File: src/rtl/key_pkg.sv
// Shared types and default timing constants for the pushbutton debouncer.
package key_pkg;

    typedef enum logic [1:0] {
        RELEASED,
        DEB_PRESS,
        PRESSED,
        DEB_RELEASE
    } key_state_t;

    localparam int unsigned DEF_DEBOUNCE_CYC = 1_000_000;
    localparam int unsigned DEF_LONG_CYC     = 100_000_000;
    localparam logic        KEY_ACTIVE       = 1'b0;

endpackage

File: src/rtl/sync_2ff.sv
// Two-flop synchroniser for a single asynchronous input; reset value is configurable.
module sync_2ff #(
    parameter logic RST_VAL = 1'b0
) (
    input  logic i_clk,
    input  logic i_rst,
    input  logic i_d,
    output logic o_q
);

    logic r_s1;
    logic r_s2;

    always_ff @(posedge i_clk) begin
        if (i_rst) begin
            r_s1 <= RST_VAL;
            r_s2 <= RST_VAL;
        end else begin
            r_s1 <= i_d;
            r_s2 <= r_s1;
        end
    end

    assign o_q = r_s2;

endmodule

File: src/rtl/key_debounce.sv
// Debounces one active-low pushbutton into a level plus press/release strobes.
// Define KEY_LONG_PRESS_EN to enable the key_long hold-time strobe.
module key_debounce
    import key_pkg::*;
#(
    parameter int unsigned CLK_FREQ_HZ  = 50_000_000,
    parameter int unsigned DEBOUNCE_CYC = DEF_DEBOUNCE_CYC,
    parameter int unsigned LONG_CYC     = DEF_LONG_CYC,
    parameter int unsigned CNT_W        = 27
) (
    input  logic sys_clk,
    input  logic sys_rst,
    input  logic key_in,
    output logic key_level,
    output logic key_press,
    output logic key_release,
    output logic key_long
);

    if (CLK_FREQ_HZ == 0 || DEBOUNCE_CYC < 2 || LONG_CYC <= DEBOUNCE_CYC ||
        CNT_W < $clog2(LONG_CYC + 1)) begin : g_bad_param
        $error("key_debounce: illegal parameter combination");
    end

    logic w_key_sync;

    sync_2ff #(
        .RST_VAL (1'b1)
    ) u_sync (
        .i_clk (sys_clk),
        .i_rst (sys_rst),
        .i_d   (key_in),
        .o_q   (w_key_sync)
    );

    key_state_t       r_state;
    key_state_t       w_state_nxt;
    logic [CNT_W-1:0] r_cnt;
    logic [CNT_W-1:0] w_cnt_nxt;
    logic             r_level;
    logic             w_level_nxt;
    logic             r_press;
    logic             w_press_nxt;
    logic             r_release;
    logic             w_release_nxt;
    logic             w_active;
    logic             w_cnt_done;

    assign w_active   = (w_key_sync == KEY_ACTIVE);
    assign w_cnt_done = (r_cnt == CNT_W'(DEBOUNCE_CYC - 1));

    always_ff @(posedge sys_clk) begin
        if (sys_rst) begin
            r_state   <= RELEASED;
            r_cnt     <= '0;
            r_level   <= 1'b0;
            r_press   <= 1'b0;
            r_release <= 1'b0;
        end else begin
            r_state   <= w_state_nxt;
            r_cnt     <= w_cnt_nxt;
            r_level   <= w_level_nxt;
            r_press   <= w_press_nxt;
            r_release <= w_release_nxt;
        end
    end

    // Every state change clears cnt, so a bounce restarts qualification from zero.
    always_comb begin
        w_state_nxt   = r_state;
        w_cnt_nxt     = r_cnt;
        w_level_nxt   = r_level;
        w_press_nxt   = 1'b0;
        w_release_nxt = 1'b0;
        case (r_state)
            RELEASED: begin
                if (w_active) begin
                    w_state_nxt = DEB_PRESS;
                    w_cnt_nxt   = '0;
                end
            end
            DEB_PRESS: begin
                if (!w_active) begin
                    w_state_nxt = RELEASED;
                    w_cnt_nxt   = '0;
                end else if (w_cnt_done) begin
                    w_state_nxt = PRESSED;
                    w_cnt_nxt   = '0;
                    w_level_nxt = 1'b1;
                    w_press_nxt = 1'b1;
                end else begin
                    w_cnt_nxt = r_cnt + 1'b1;
                end
            end
            PRESSED: begin
                if (!w_active) begin
                    w_state_nxt = DEB_RELEASE;
                    w_cnt_nxt   = '0;
                end
            end
            DEB_RELEASE: begin
                if (w_active) begin
                    w_state_nxt = PRESSED;
                    w_cnt_nxt   = '0;
                end else if (w_cnt_done) begin
                    w_state_nxt   = RELEASED;
                    w_cnt_nxt     = '0;
                    w_level_nxt   = 1'b0;
                    w_release_nxt = 1'b1;
                end else begin
                    w_cnt_nxt = r_cnt + 1'b1;
                end
            end
            default: begin
                w_state_nxt = RELEASED;
                w_cnt_nxt   = '0;
            end
        endcase
    end

    assign key_level   = r_level;
    assign key_press   = r_press;
    assign key_release = r_release;

`ifdef KEY_LONG_PRESS_EN
    logic [CNT_W-1:0] r_lcnt;
    logic             r_long;
    logic             r_long_done;
    logic             w_held;
    logic             w_lcnt_top;

    assign w_held     = (r_state == PRESSED) || (r_state == DEB_RELEASE);
    assign w_lcnt_top = (r_lcnt == CNT_W'(LONG_CYC - 1));

    // lcnt saturates, so r_long_done is what limits key_long to one pulse per press.
    always_ff @(posedge sys_clk) begin
        if (sys_rst) begin
            r_lcnt      <= '0;
            r_long      <= 1'b0;
            r_long_done <= 1'b0;
        end else if (w_press_nxt) begin
            r_lcnt      <= '0;
            r_long      <= 1'b0;
            r_long_done <= 1'b0;
        end else begin
            r_long <= w_held && w_lcnt_top && !r_long_done;
            if (w_held && w_lcnt_top) begin
                r_long_done <= 1'b1;
            end
            if (w_held && !w_lcnt_top) begin
                r_lcnt <= r_lcnt + 1'b1;
            end
        end
    end

    assign key_long = r_long;
`else
    assign key_long = 1'b0;
`endif

endmodule
File: config.mk
export PLATFORM = sky130hd
export DESIGN_NAME = key_debounce
export DESIGN_NICKNAME = d
export VERILOG_FILES = /design/src/rtl/key_pkg.sv /design/src/rtl/sync_2ff.sv /design/src/rtl/key_debounce.sv
export SDC_FILE = /design/constraint.sdc
export NUM_CORES = 1
export LEC_CHECK = 0
export ABC_AREA = 1
export ABC_CLOCK_PERIOD_IN_PS = 2000
export CAP_MARGIN = 40
export CORE_ASPECT_RATIO = 1.25
export CORE_MARGIN = 3
export CORE_UTILIZATION = 50
export DETAILED_ROUTE_END_ITERATION = 8
export HOLD_SLACK_MARGIN = 0.03
export PLACE_DENSITY = 0.67
export SYNTH_ARGS = -nofsm -noshare
export SYNTH_HDL_FRONTEND = slang
export SYNTH_SLANG_ARGS = --single-unit
File: constraint.sdc
create_clock -name sys_clk -period 2 [get_ports sys_clk]
set_input_delay 0.2 -clock sys_clk [delete_from_list [all_inputs] [get_ports sys_clk]]
set_output_delay 0.2 -clock sys_clk [all_outputs]
set_load 0.005 [all_outputs]
Yosys cells after proc, flatten, opt, wreduce, memory -nomap -nowiden. Cells that the tools add are included.

Register bits: 34. Input port bits: 3.

Eq/ne operators: 12. Reductions and logical operators: 7. Add/sub/neg operators: 1. Muxes and demuxes: 19. Bitwise gates (word level): 3.

Operators by type and width (count): 27-bit two-way mux (5); 27-bit case mux with 4 select lines (1); 27-bit by 1-bit adder with 27-bit output, second input constant (1); 27-bit by 20-bit equality test with 1-bit output, second input constant (1); 2-bit two-way mux (6); 2-bit inequality test, second input constant (4); 2-bit case mux with 4 select lines (1); 3-bit OR reduction (2); 1-bit two-way mux (5); 5-bit AND reduction (1); 2-bit equality test, second input constant (2); 2-bit by 1-bit inequality test with 1-bit output, second input constant (2); 4-bit AND reduction (1); 3-bit by 2-bit inequality test with 1-bit output, second input constant (1); 3-bit inequality test, second input constant (1); 1-bit inverter (3); 2-bit by 1-bit equality test with 1-bit output, second input constant (1); 2-bit logical NOT (1); 1-bit case mux with 2 select lines (1); 2-bit AND reduction (1); 2-bit nonzero test (1).

Depth between registers and ports, before layout. Gate-level depths: netlist (run 1).

Word-level depth: 4. Mapped depth: 11. Depth with buffers taken out: 11.

Cells and area by module. From an unflattened synthesis (run 1), not the netlist that was laid out.

Cells, all modules: 327. Area, all modules: 2083.2 µm².

Modules (own cells, without submodules): key_debounce (instances 1, cells each 320, area each 2024.4 µm², sequential area each 640.6 µm²); sync_2ff (instances 1, cells each 7, area each 58.8 µm², sequential area each 40.0 µm²).

Worst setup path before layout (run 1). OpenSTA, ideal clock, no wires.

Path kind: register -> register. Start: register r_cnt[0]. End: register r_cnt[22]. Setup slack: 0.601 ns. Data arrival time: 1.285 ns. Cell stages (with the launch flop): 12. Required time: 1.886 ns. Period minus slack after synthesis: 1.399 ns. Buffers on the path: 1. Path through: dfxtp_1 ha_1 nand3_1 nor2_1 inv_1 nor2_1 nand2_1 nand2_2 nand2_4 nand2_4 buf_6 nor2_1.

Word-level cells in the longest chain between the ends: 4. Elaborated cells on any way between the ends: 6. Classes of those cells: add/sub: 1; eq/ne: 1; mux: 4.

Ends and longest elaborated chain: start: declaration (line key_debounce.sv:38) `logic [CNT_W-1:0] r_cnt;`; start signal: assignment (line key_debounce.sv:61) `r_cnt <= w_cnt_nxt;`; 27-bit by 1-bit adder with 27-bit output or 27-bit by 20-bit equality test with 1-bit output (tied branches) (line key_debounce.sv:92, key_debounce.sv:111, key_debounce.sv:50); 27-bit two-way mux * (line key_debounce.sv:86, key_debounce.sv:105); 27-bit two-way mux (on tied branches) (line key_debounce.sv:102, key_debounce.sv:83); 27-bit case mux with 4 select lines * (line key_debounce.sv:75) `case (r_state)`.

Mark *: on every way between the ends. The rest lies on a longest branch, timed or not. A chain may end at the register's enable or synchronous reset.

==> impl_metrics.json, run 1 <==
{
  "critPathKind": "reg -> reg",
  "antenna_found_initial": 0,
  "ys_warn_count": 0,
  "seqCellArea_um2": 681,
  "max_freq_mhz": 571,
  "dp_hpwl_um": 3440,
  "fillCellCount": 354,
  "fin_setup_tns_ps": 0,
  "worstSkewPairLatency_ps": 290,
  "slew_viol_final": 0,
  "combPwrFrac": 0.036,
  "clock_sinks": 34,
  "hold_buffers": 0,
  "nNetsFinal": 321,
  "io_pins": 7,
  "ff2ff_path_depth": 9,
  "rr_endpoint": "r_cnt[20]",
  "avgRoutedWirePerCell_um": 12.4,
  "cts_tree": "yes",
  "final_common_cell": "nand2_1",
  "run_status": "complete, no violations",
  "yosys-top-cells-area": "dfxtp_1, nand2_1, nor2_1",
  "cts_resized": 0,
  "cts_made_buffers": 5,
  "start_util": 0.541,
  "placed_area_um2": 2040,
  "drc_errors": 0,
  "yosysTopAreaCellShare": 0.349,
  "seqPwrFrac": 0.552,
  "insertedDiodeCount": 0,
  "path_max_fanout": 12,
  "hold_viol_final": 0,
  "portBuffers": 5,
  "power.switching_uw": 297,
  "syn_inst": 306,
  "final_area_um2": 2130,
  "setup_viol": 0,
  "final_cell_mix": "nand2_1, nor2_1, inv_1, dfxtp_1, nand3_1",
  "hold_path_depth": 1,
  "die_area_um2": 4690,
  "grt_overflow_total": 0,
  "grt_max_degree": 15,
  "rrSetupSlack_ps": 250,
  "drt_pre_antenna_iters": 5,
  "vias": 1809,
  "synth_area_um2": 1950,
  "ys_ff_latch": 34,
  "synthToLayoutAreaGrowth_pct": 9.18,
  "die_h_um": 75.8,
  "first_iter_violations": 88,
  "p_int_uw": 937,
  "rsz0062_at_grt": "false",
  "grt_pass1_vias": 1553,
  "synthDistinctLibCells": 29,
  "grtUsageTotal": 0.222,
  "grt_pass1_wl_um": 7520,
  "min_from": "u_sync.r_s1",
  "fin_crit_sh": 0.876,
  "clk_path_buf_depth": 2,
  "cp.required_ps": 2180,
  "hold_end": "u_sync.o_q",
  "multiInputGateArea_um2": 1060,
  "synth_top_area_cell": "dfxtp_1",
  "root_buffer": "clkbuf_8",
  "finalPower_uw": 1230,
  "place.gp.congestion": 0.894,
  "viasPerCell": 5.07,
  "critPathLaunchType": "flop",
  "drv_cap": 0,
  "htree_num_levels": 2,
  "syn_avg_cell_area_um2": 6.37,
  "die_width_um": 61.8,
  "p_per_area_nw_per_um2": 580,
  "cts.clk_slew.worst_paths_ps": 70,
  "clockPowerShare": 0.412,
  "drive_gt1_frac": 0.101,
  "hold_path.class": "reg -> reg",
  "drt_wl_total_um": 4420,
  "cp.arrival_ps": 1930,
  "p_leak_uw": 0.000905,
  "cp-end-kind": "flop",
  "postCtsSetupBuffers": 0,
  "finalClockSkew_ps": 5.46,
  "syn_nets": 310,
  "ant_nets": 0,
  "ir_worst_vdd_uv": 394,
  "core_um2": 3600,
  "yosysSeqAreaShare": 0.349,
  "rows": 24,
  "fin_crit_ps": 1750,
  "switching_share": 0.241
}
-- cell usage after synthesis --
| cell | number |
|---|---|
| nand4_1 | 11 |
| nand3_2 | 2 |
| ha_1 | 1 |
| inv_1 | 43 |
| or2_1 | 1 |
| or2_2 | 2 |
| clkinv_2 | 1 |
| dfxtp_1 | 34 |
| inv_2 | 1 |
| a21oi_1 | 8 |
| o21ai_0 | 6 |
| nand2_1 | 85 |
| buf_2 | 2 |
| nor2_4 | 2 |
| nor2_2 | 5 |
| o21bai_1 | 2 |
| xor2_1 | 6 |
| nor3_1 | 6 |
| conb_1 | 1 |
| nand2_4 | 3 |
| o21ai_1 | 1 |
| buf_4 | 1 |
| nor2_1 | 50 |
| nand2_2 | 3 |
| nand3_1 | 24 |
| o21bai_2 | 1 |
| xnor2_1 | 1 |
| a21o_1 | 1 |
| buf_6 | 2 |
-- final cells by class --
class | instances | share of cell area
clock buffers | 5 | 0.0324
clock inverters | 3 | 0.0100
inverters | 45 | 0.0800
multi-input cells | 222 | 0.497
flip-flops and latches | 34 | 0.320
well taps | 39 | 0.0229
repair buffers | 9 | 0.0376
-- per-stage QoR --
| stage | hold slack, ps | setup WS (ps) | instances | util |
|---|---|---|---|---|
| after floorplan | 269 | 601 | 306 | - |
| after global placement | 395 | 278 | 349 | 0.565 |
| after CTS | 419 | 252 | 357 | 0.590 |
| after detailed placement | 399 | 258 | 349 | 0.565 |
| final | 415 | 249 | 357 | 0.590 |
| after global routing | 442 | 101 | 357 | 0.590 |
-- worst max path at each step --
stage	to	depth (start not counted)	start
2_1_floorplan	r_cnt[22]	11	r_cnt[0]
3_3_place_gp	r_cnt[14]	8	flop
3_5_place_dp	r_cnt[14]	8	flop
4_1_cts	r_cnt[20]	9	flop
5_1_grt	r_cnt[14]	8	flop
6_report	r_cnt[20]	9	flop
-- registers in the layout, summed over array words and instances (netlist names), named ones only --
name,count
key_level,1
key_press,1
key_release,1
r_cnt,27
r_state,1
u_sync.o_q,1
u_sync.r_s1,1
-- routing by layer --
| metal | GRT usage | share of wire | vias up |
|---|---|---|---|
| met5 | 0 | 0 | - |
| met4 | 0.0943 | 0.017 | 0 |
| met2 | 0.335 | 0.46 | 43 |
| met3 | 0.0458 | 0.054 | 5 |
| li1 | - | - | 975 |
| met1 | 0.303 | 0.47 | 786 |
-- critical path, stage by stage, from the launching register on --
cell and delay [ps]:
dfxtp_1 380, nand2_1 110, nand3_2 260, clkinv_2 240
nor2_4 250, nand2_4 90, inv_2 80, nand4_1 80
nand2_1 100, nor2_2 40
-- kinds of logic (layout without fill, tap and decap cells) --
| group | count (synthesis) | count (layout) | synth area share |
|---|---|---|---|
| and+or+nand+nor | 194 | 194 | 0.447 |
| buffers and inverters | 50 | 62 | 0.108 |
| DFF | 34 | 34 | 0.349 |
| AOI/OAI and AO/OA | 19 | 19 | 0.0559 |
| xor gates and xnor gates | 7 | 7 | 0.0315 |
| adders and majority gates | 1 | 1 | 0.00642 |
| other | 1 | 1 | 0.00192 |
-- power groups by stage --
stage / Clock [uW] / Combinational, uW / Sequential (uW)
global route: 555 / 50.5 / 680
detailed placement: 0 / 45.1 / 696
CTS: 518 / 45.5 / 681
global placement: 0 / 44.7 / 696
finish: 508 / 45.0 / 681
floorplan: 0 / 35.4 / 696
(Power assumes the default switching activity.)
==> run 2: changes to the inputs <==
--- a/config.mk
+++ b/config.mk
@@ -11,6 +11,7 @@
 export CORE_ASPECT_RATIO = 1.25
 export CORE_MARGIN = 3
 export CORE_UTILIZATION = 50
+export CTS_BUF_LIST = sky130_fd_sc_hd__clkbuf_16
 export DETAILED_ROUTE_END_ITERATION = 8
 export HOLD_SLACK_MARGIN = 0.03
 export PLACE_DENSITY = 0.67
==> impl_metrics.json, run 2 (synthesis results as in run 1) <==
{
  "drive_gt1_frac": 0.101,
  "final_common_cell": "nand2_1",
  "grt_pass1_wl_um": 7570,
  "setup_viol": 0,
  "hold_end": "u_sync.o_q",
  "max_flop_register": "r_cnt",
  "cts.clk_slew.worst_paths_ps": 60,
  "p_per_area_nw_per_um2": 676,
  "nNetsFinal": 321,
  "finalPower_uw": 1480,
  "die_width_um": 61.8,
  "postCtsSetupBuffers": 0,
  "drt_wl_total_um": 4480,
  "p_leak_uw": 0.000931,
  "cp-end-kind": "flop",
  "final_area_um2": 2180,
  "cpMostUsedCell": "nand2_1",
  "rr_endpoint": "r_cnt[20]",
  "start_util": 0.541,
  "htree_num_levels": 2,
  "largest_reg_flops": 27,
  "drc_errors": 0,
  "synthToLayoutAreaGrowth_pct": 12.1,
  "avgRoutedWirePerCell_um": 12.5,
  "ant_nets": 0,
  "fin_crit_sh": 0.872,
  "slew_viol_final": 0,
  "clk_path_buf_depth": 2,
  "run_status": "complete, no violations",
  "place.gp.congestion": 0.894,
  "antenna_found_initial": 0,
  "final_cell_mix": "nand2_1, nor2_1, inv_1, dfxtp_1, nand3_1",
  "cts_tree": "yes",
  "cts_made_buffers": 5,
  "crit_path_cell_trace": "nand2_1 > nand3_2 > clkinv_2 > nor2_4 > nand2_4 > inv_2 > nand4_1 > nand2_1 > nor2_2",
  "drv_cap": 0,
  "fin_crit_ps": 1740,
  "cp_slowest_cell": "dfxtp_1",
  "placed_area_um2": 2040,
  "rsz0062_at_grt": "false",
  "worstSkewPairLatency_ps": 280,
  "vias": 1802,
  "slowest_delay_ps": 370,
  "critPathLaunchType": "flop",
  "cts_resized": 0,
  "insertedDiodeCount": 0,
  "die_area_um2": 4690,
  "hold_path_depth": 1,
  "finalClockSkew_ps": 4.95,
  "rrSetupSlack_ps": 260,
  "grtUsageTotal": 0.222,
  "core_um2": 3600,
  "dp_hpwl_um": 3440,
  "grt_overflow_total": 0,
  "hold_viol_final": 0,
  "critPathKind": "reg -> reg",
  "root_buffer": "clkbuf_16",
  "portBuffers": 5,
  "cp.required_ps": 2170,
  "hold_path.class": "reg -> reg",
  "viasPerCell": 5.05,
  "worst-path-stages": 9,
  "die_h_um": 75.8,
  "rows": 24,
  "drt_pre_antenna_iters": 4,
  "path_delay_family": "simple AND/OR/NAND/NOR gates",
  "cp.arrival_ps": 1910,
  "hold_buffers": 0,
  "max_freq_mhz": 573,
  "path_max_fanout": 12,
  "first_iter_violations": 100,
  "io_pins": 7,
  "whs_ps": 410,
  "grt_max_degree": 15,
  "ff2ff_path_depth": 9,
  "clock_sinks": 34,
  "min_from": "u_sync.r_s1",
  "fin_setup_tns_ps": 0,
  "grt_pass1_vias": 1594,
  "path_buf_inv": 2,
  "ir_worst_vdd_uv": 434
}
## run 2: cell counts in the layout (fill, tap and decap cells not counted)
No cell type changed its count.
## run 2: metrics by stage
stage          worst slack, ps  instances  utilization
2_1_floorplan              601        306            -
4_1_cts                    260        357        0.606
3_3_place_gp               278        349        0.565
5_1_grt                    123        357        0.606
3_5_place_dp               258        349        0.565
6_report                   256        357        0.606
## run 2: how the worst max path moves through the flow
stage | startpoint | slack [ps] | endpoint
final | flop | 260 | r_cnt[20]
after detailed placement | flop | 260 | r_cnt[14]
after global routing | flop | 120 | r_cnt[14]
after floorplan | r_cnt[0] | 600 | r_cnt[22]
after CTS | flop | 260 | r_cnt[20]
after global placement | flop | 280 | r_cnt[14]
## run 2: layer usage
metal | share of wire | track usage
met5 | 0 | 0
met4 | 0.015 | 0.0802
met3 | 0.051 | 0.0458
met2 | 0.46 | 0.347
met1 | 0.47 | 0.299
## run 2: area by class of cell
cell class,count,area [um^2]
Clock buffer,5,125
Clock inverter,3,21.3
Fill cell,346,1420
Inverter,45,170
Multi-Input combinational cell,222,1060
Sequential cell,34,681
Tap cell,39,48.8
Timing Repair Buffer,9,80.1
## run 2: power by group
part           switching [uW]  leakage [uW]  internal (uW)
clock                     288     0.0000698            460
sequential               1.63      0.000274            680
combinational            32.0      0.000587           13.3
total                     322      0.000931           1150
==> run 3: changes to the inputs <==
--- a/config.mk
+++ b/config.mk
@@ -6,15 +6,16 @@
 export NUM_CORES = 1
 export LEC_CHECK = 0
 export ABC_AREA = 1
-export ABC_CLOCK_PERIOD_IN_PS = 2000
+export ABC_CLOCK_PERIOD_IN_PS = 2100
 export CAP_MARGIN = 40
 export CORE_ASPECT_RATIO = 1.25
 export CORE_MARGIN = 3
-export CORE_UTILIZATION = 50
+export CORE_UTILIZATION = 52
 export CTS_BUF_LIST = sky130_fd_sc_hd__clkbuf_16
+export CTS_CLUSTER_DIAMETER = 50
 export DETAILED_ROUTE_END_ITERATION = 8
 export HOLD_SLACK_MARGIN = 0.03
-export PLACE_DENSITY = 0.67
+export PLACE_DENSITY = 0.7
 export SYNTH_ARGS = -nofsm -noshare
 export SYNTH_HDL_FRONTEND = slang
 export SYNTH_SLANG_ARGS = --single-unit
==> constraint.sdc (replaced) <==
create_clock -name sys_clk -period 2.1 [get_ports sys_clk]
set_input_delay 0.21 -clock sys_clk [delete_from_list [all_inputs] [get_ports sys_clk]]
set_output_delay 0.21 -clock sys_clk [all_outputs]
set_load 0.005 [all_outputs]
==> impl_metrics.json, run 3 (synthesis results as in run 1) <==
{
  "cp.arrival_ps": 1930,
  "drive_gt1_frac": 0.0828,
  "final_cell_mix": "nand2_1, nor2_1, inv_1, dfxtp_1, nand3_1",
  "largest_reg_flops": 27,
  "root_buffer": "clkbuf_16",
  "avgRoutedWirePerCell_um": 12.3,
  "critPathKind": "reg -> reg",
  "maxSlewHeadroom": 0.629,
  "drt_pre_antenna_iters": 4,
  "rows": 24,
  "ir_worst_vdd_uv": 429,
  "viasPerCell": 5.19,
  "hold_viol_final": 0,
  "start_util": 0.550,
  "hold_path_depth": 1,
  "grt_max_degree": 16,
  "grt_overflow_total": 0,
  "ant_nets": 0,
  "slew_viol_final": 0,
  "hold_path.class": "reg -> reg",
  "whs_ps": 407,
  "max_flop_register": "r_cnt",
  "core_um2": 3540,
  "fin_crit_sh": 0.815,
  "antenna_found_initial": 0,
  "io_pins": 7,
  "path_max_fanout": 12,
  "cp-end-kind": "flop",
  "fin_setup_tns_ps": 0,
  "run_status": "complete, no violations",
  "worstSkewPairLatency_ps": 280,
  "met1_usage": 0.271,
  "final_common_cell": "nand2_1",
  "cts_made_buffers": 5,
  "grtUsageTotal": 0.219,
  "postCtsSetupBuffers": 0,
  "vias": 1832,
  "fin_util": 0.605,
  "fin_crit_ps": 1710,
  "grtUsageMet3": 0.0608,
  "finalClockSkew_ps": 4.73,
  "worstMarginPinSlew_ps": 555,
  "die_h_um": 74.4,
  "htree_num_levels": 2,
  "p_per_area_nw_per_um2": 644,
  "nNetsFinal": 317,
  "place.gp.congestion": 0.964,
  "clk_path_buf_depth": 2,
  "setup_viol": 0,
  "grt_most_used_layer": "met2",
  "grt_pass1_wl_um": 7360,
  "grt_use_met2": 0.345,
  "dp_hpwl_um": 3310,
  "placed_area_um2": 2010,
  "max_freq_mhz": 584,
  "finalPower_uw": 1380,
  "drv_cap": 0,
  "ff2ff_path_depth": 8,
  "cts_tree": "yes",
  "drt_wl_total_um": 4360,
  "rsz0062_at_grt": "false",
  "grt_pass1_vias": 1708,
  "first_iter_violations": 95,
  "insertedDiodeCount": 0,
  "synthToLayoutAreaGrowth_pct": 10.1,
  "drc_errors": 0,
  "cp.required_ps": 2320,
  "die_width_um": 60.7,
  "hold_buffers": 0,
  "critPathLaunchType": "flop",
  "final_area_um2": 2140,
  "cts_resized": 0,
  "p_leak_uw": 0.000913,
  "cts.clk_slew.worst_paths_ps": 50,
  "clock_sinks": 34,
  "portBuffers": 5,
  "die_area_um2": 4520
}
## run 3: worst paths after layout
| kind | startpoint | endpoint | slack [ps] |
|---|---|---|---|
| worst max-delay path | flop | r_cnt[20] | 390 |
| worst min-delay path | u_sync.r_s1 | u_sync.o_q | 410 |
| worst max register to register | flop | r_cnt[20] | 390 |
| worst min register to register | u_sync.r_s1 | u_sync.o_q | 410 |
## run 3: critical path: stages, from the launching register on
cell	delay, ps
dfxtp_1	370
nand2_1	120
nand3_2	250
clkinv_2	230
nor2_4	250
nand2_1	140
o21bai_2	150
nand2_1	80
nor2_2	60
## run 3: cell type report
| cell class | count | area, um^2 |
|---|---|---|
| Multi-Input combinational cell | 222 | 1060 |
| Fill cell | 347 | 1400 |
| Tap cell | 39 | 48.8 |
| Clock inverter | 3 | 12.5 |
| Inverter | 45 | 170 |
| Timing Repair Buffer | 5 | 50.0 |
| Sequential cell | 34 | 681 |
| Clock buffer | 5 | 125 |
## run 3: power breakdown
part / switching (uW) / leakage (uW) / total (uW) / internal (uW)
registers: 1.54 / 0.000274 / 650 / 648
clock network: 264 / 0.0000724 / 692 / 428
logic: 29.6 / 0.000567 / 39.8 / 10.2
## run 3: stage by stage
stage                     instances  setup slack (ps)
after floorplan                 306               701
after global placement          345               428
after detailed placement        345               417
after CTS                       353               398
after global routing            353               259
final                           353               389
## run 3: routing by layer
layer / share of wire / vias up / wire, um
li1: - / 960 / -
met1: 0.46 / 818 / 2020
met2: 0.47 / 42 / 2050
met3: 0.039 / 12 / 168
met4: 0.025 / 0 / 111
met5: 0 / - / 0
==> patch (config.mk and constraints of run 1) <==
Add an input register stage for `key_in`, without a reset; this delays it by one clock.
--- a/src/rtl/key_debounce.sv
+++ b/src/rtl/key_debounce.sv
@@ -19,2 +19,8 @@
 
+    logic key_q;
+
+    always_ff @(posedge sys_clk) begin
+        key_q <= key_in;
+    end
+
     if (CLK_FREQ_HZ == 0 || DEBOUNCE_CYC < 2 || LONG_CYC <= DEBOUNCE_CYC ||
@@ -31,3 +37,3 @@
         .i_rst (sys_rst),
-        .i_d   (key_in),
+        .i_d   (key_q),
         .o_q   (w_key_sync)
Function: no difference found for any inputs over 10 cycles, from zero or initial values and one cycle with sys_rst high; that may be too few to reach the edited logic, so the function may still have changed.
==> patch against run 1 <==
- area after synthesis barely moved
- synthesized cell count fell by 2.6%
- combinational power fell by 3%
- critical endpoint is now r_cnt[18]
- wire length fell by 7.4%
- worst setup slack improved by 0.14 ns
- design area rose by 1.1%
- worst hold slack got worse by 0.054 ns
- power rose by 13%
- first-iteration DRC count fell by 14%
- via count fell by 0.33%
- count of clock-buffer cells in the layout rose by 1
- sequential cell count rose by 1
- highest routed layer unchanged
- utilization rose by 0.66 points
==> patch: results <==
[layout]
design_area_um2 = 2150
nonClkBufAreaFrac_pct = 3.03
largest_reg_flops = 27
multi_input_gates = 210
buffers = 7
clock_area_share_pct = 5.47
multi_input_area_share_pct = 48.1
final_nets = 312
nFillCells = 357
diodes = 0
final_cell_count_no_fill = 348
clkbuf_count = 6
drive_gt1_share_pct = 9.06

[routing]
drt_iter0_markers = 76
dr_wl_met3_um = 101
wl_met1_um = 1850
firstDrtPassIters = 4
wl_met2_um = 2020
avgViaCountPerCell = 5.18
drt-wirelength-per-cell_um = 11.8

[synth]
ys_top_cells_by_count = "nand2_1, nor2_1, inv_1"
synth.area.top_cells = "dfxtp_1, nand2_1, nor2_1"
syn_inst = 298

[place]
dpl.cell_count = 340
finalWeightedCongestion = 0.904
placed_area_um2 = 2030
post-place-ws_ns = 0.347

[grt]
grt_pass1_wl_um = 7210
globalRouteTotalUtil_pct = 20.6
grt_util_met2_pct = 34.3
use_met1_pct = 25.4
use_met3_pct = 4.41

[clock_network]
clockBufferDepth = 2
clock_sinks = 35
ctsHtreeMaxLevel = 2

[run_status]
status = "finished, final reports clean"

[critical_path]
cp.arrival_ns = 1.78
crit_fanout = 14

[timing]
fin_skew_ns = 0.00811

[power_and_ir_drop]
internal_power_uw = 1120
total_leakage_power_uw = 0.000914
comb_power_share_pct = 3.1
switching_share_pct = 20.1
clock_power_uw = 652
ir_drop_uv = 603

[floorplanning]
die_w_um = 61.8

[hold_path]
hp-class = "input pin to register"
==> patch: cells by family after synthesis <==
family	count (synthesis)	share of synthesized area [%]
adders and majority gates	1	0.642
buffers and inverters	53	11.0
other	1	0.192
DFF	35	35.9
xor gates and xnor gates	9	4.04
and+or+nand+nor	178	41.8
AOI/OAI and AO/OA	21	6.42
==> patch: worst max-delay path, cell delays in order, from the launching register on <==
cell	delay [ns]
dfxtp_1	0.35
ha_1	0.22
nand3_2	0.14
nor2_2	0.13
nand3_2	0.10
o21bai_4	0.21
nand2_4	0.11
nand2_4	0.17
nor2_1	0.07
==> patch: final timing paths <==
check	start	endpoint	slack (ns)	depth (start not counted)
hold reg to reg	key_q	u_sync.r_s1	0.41	1
setup / recovery	r_cnt[1]	r_cnt[18]	0.39	8
hold / removal	key_in	key_q	0.36	1
setup reg to reg	r_cnt[1]	r_cnt[18]	0.39	8
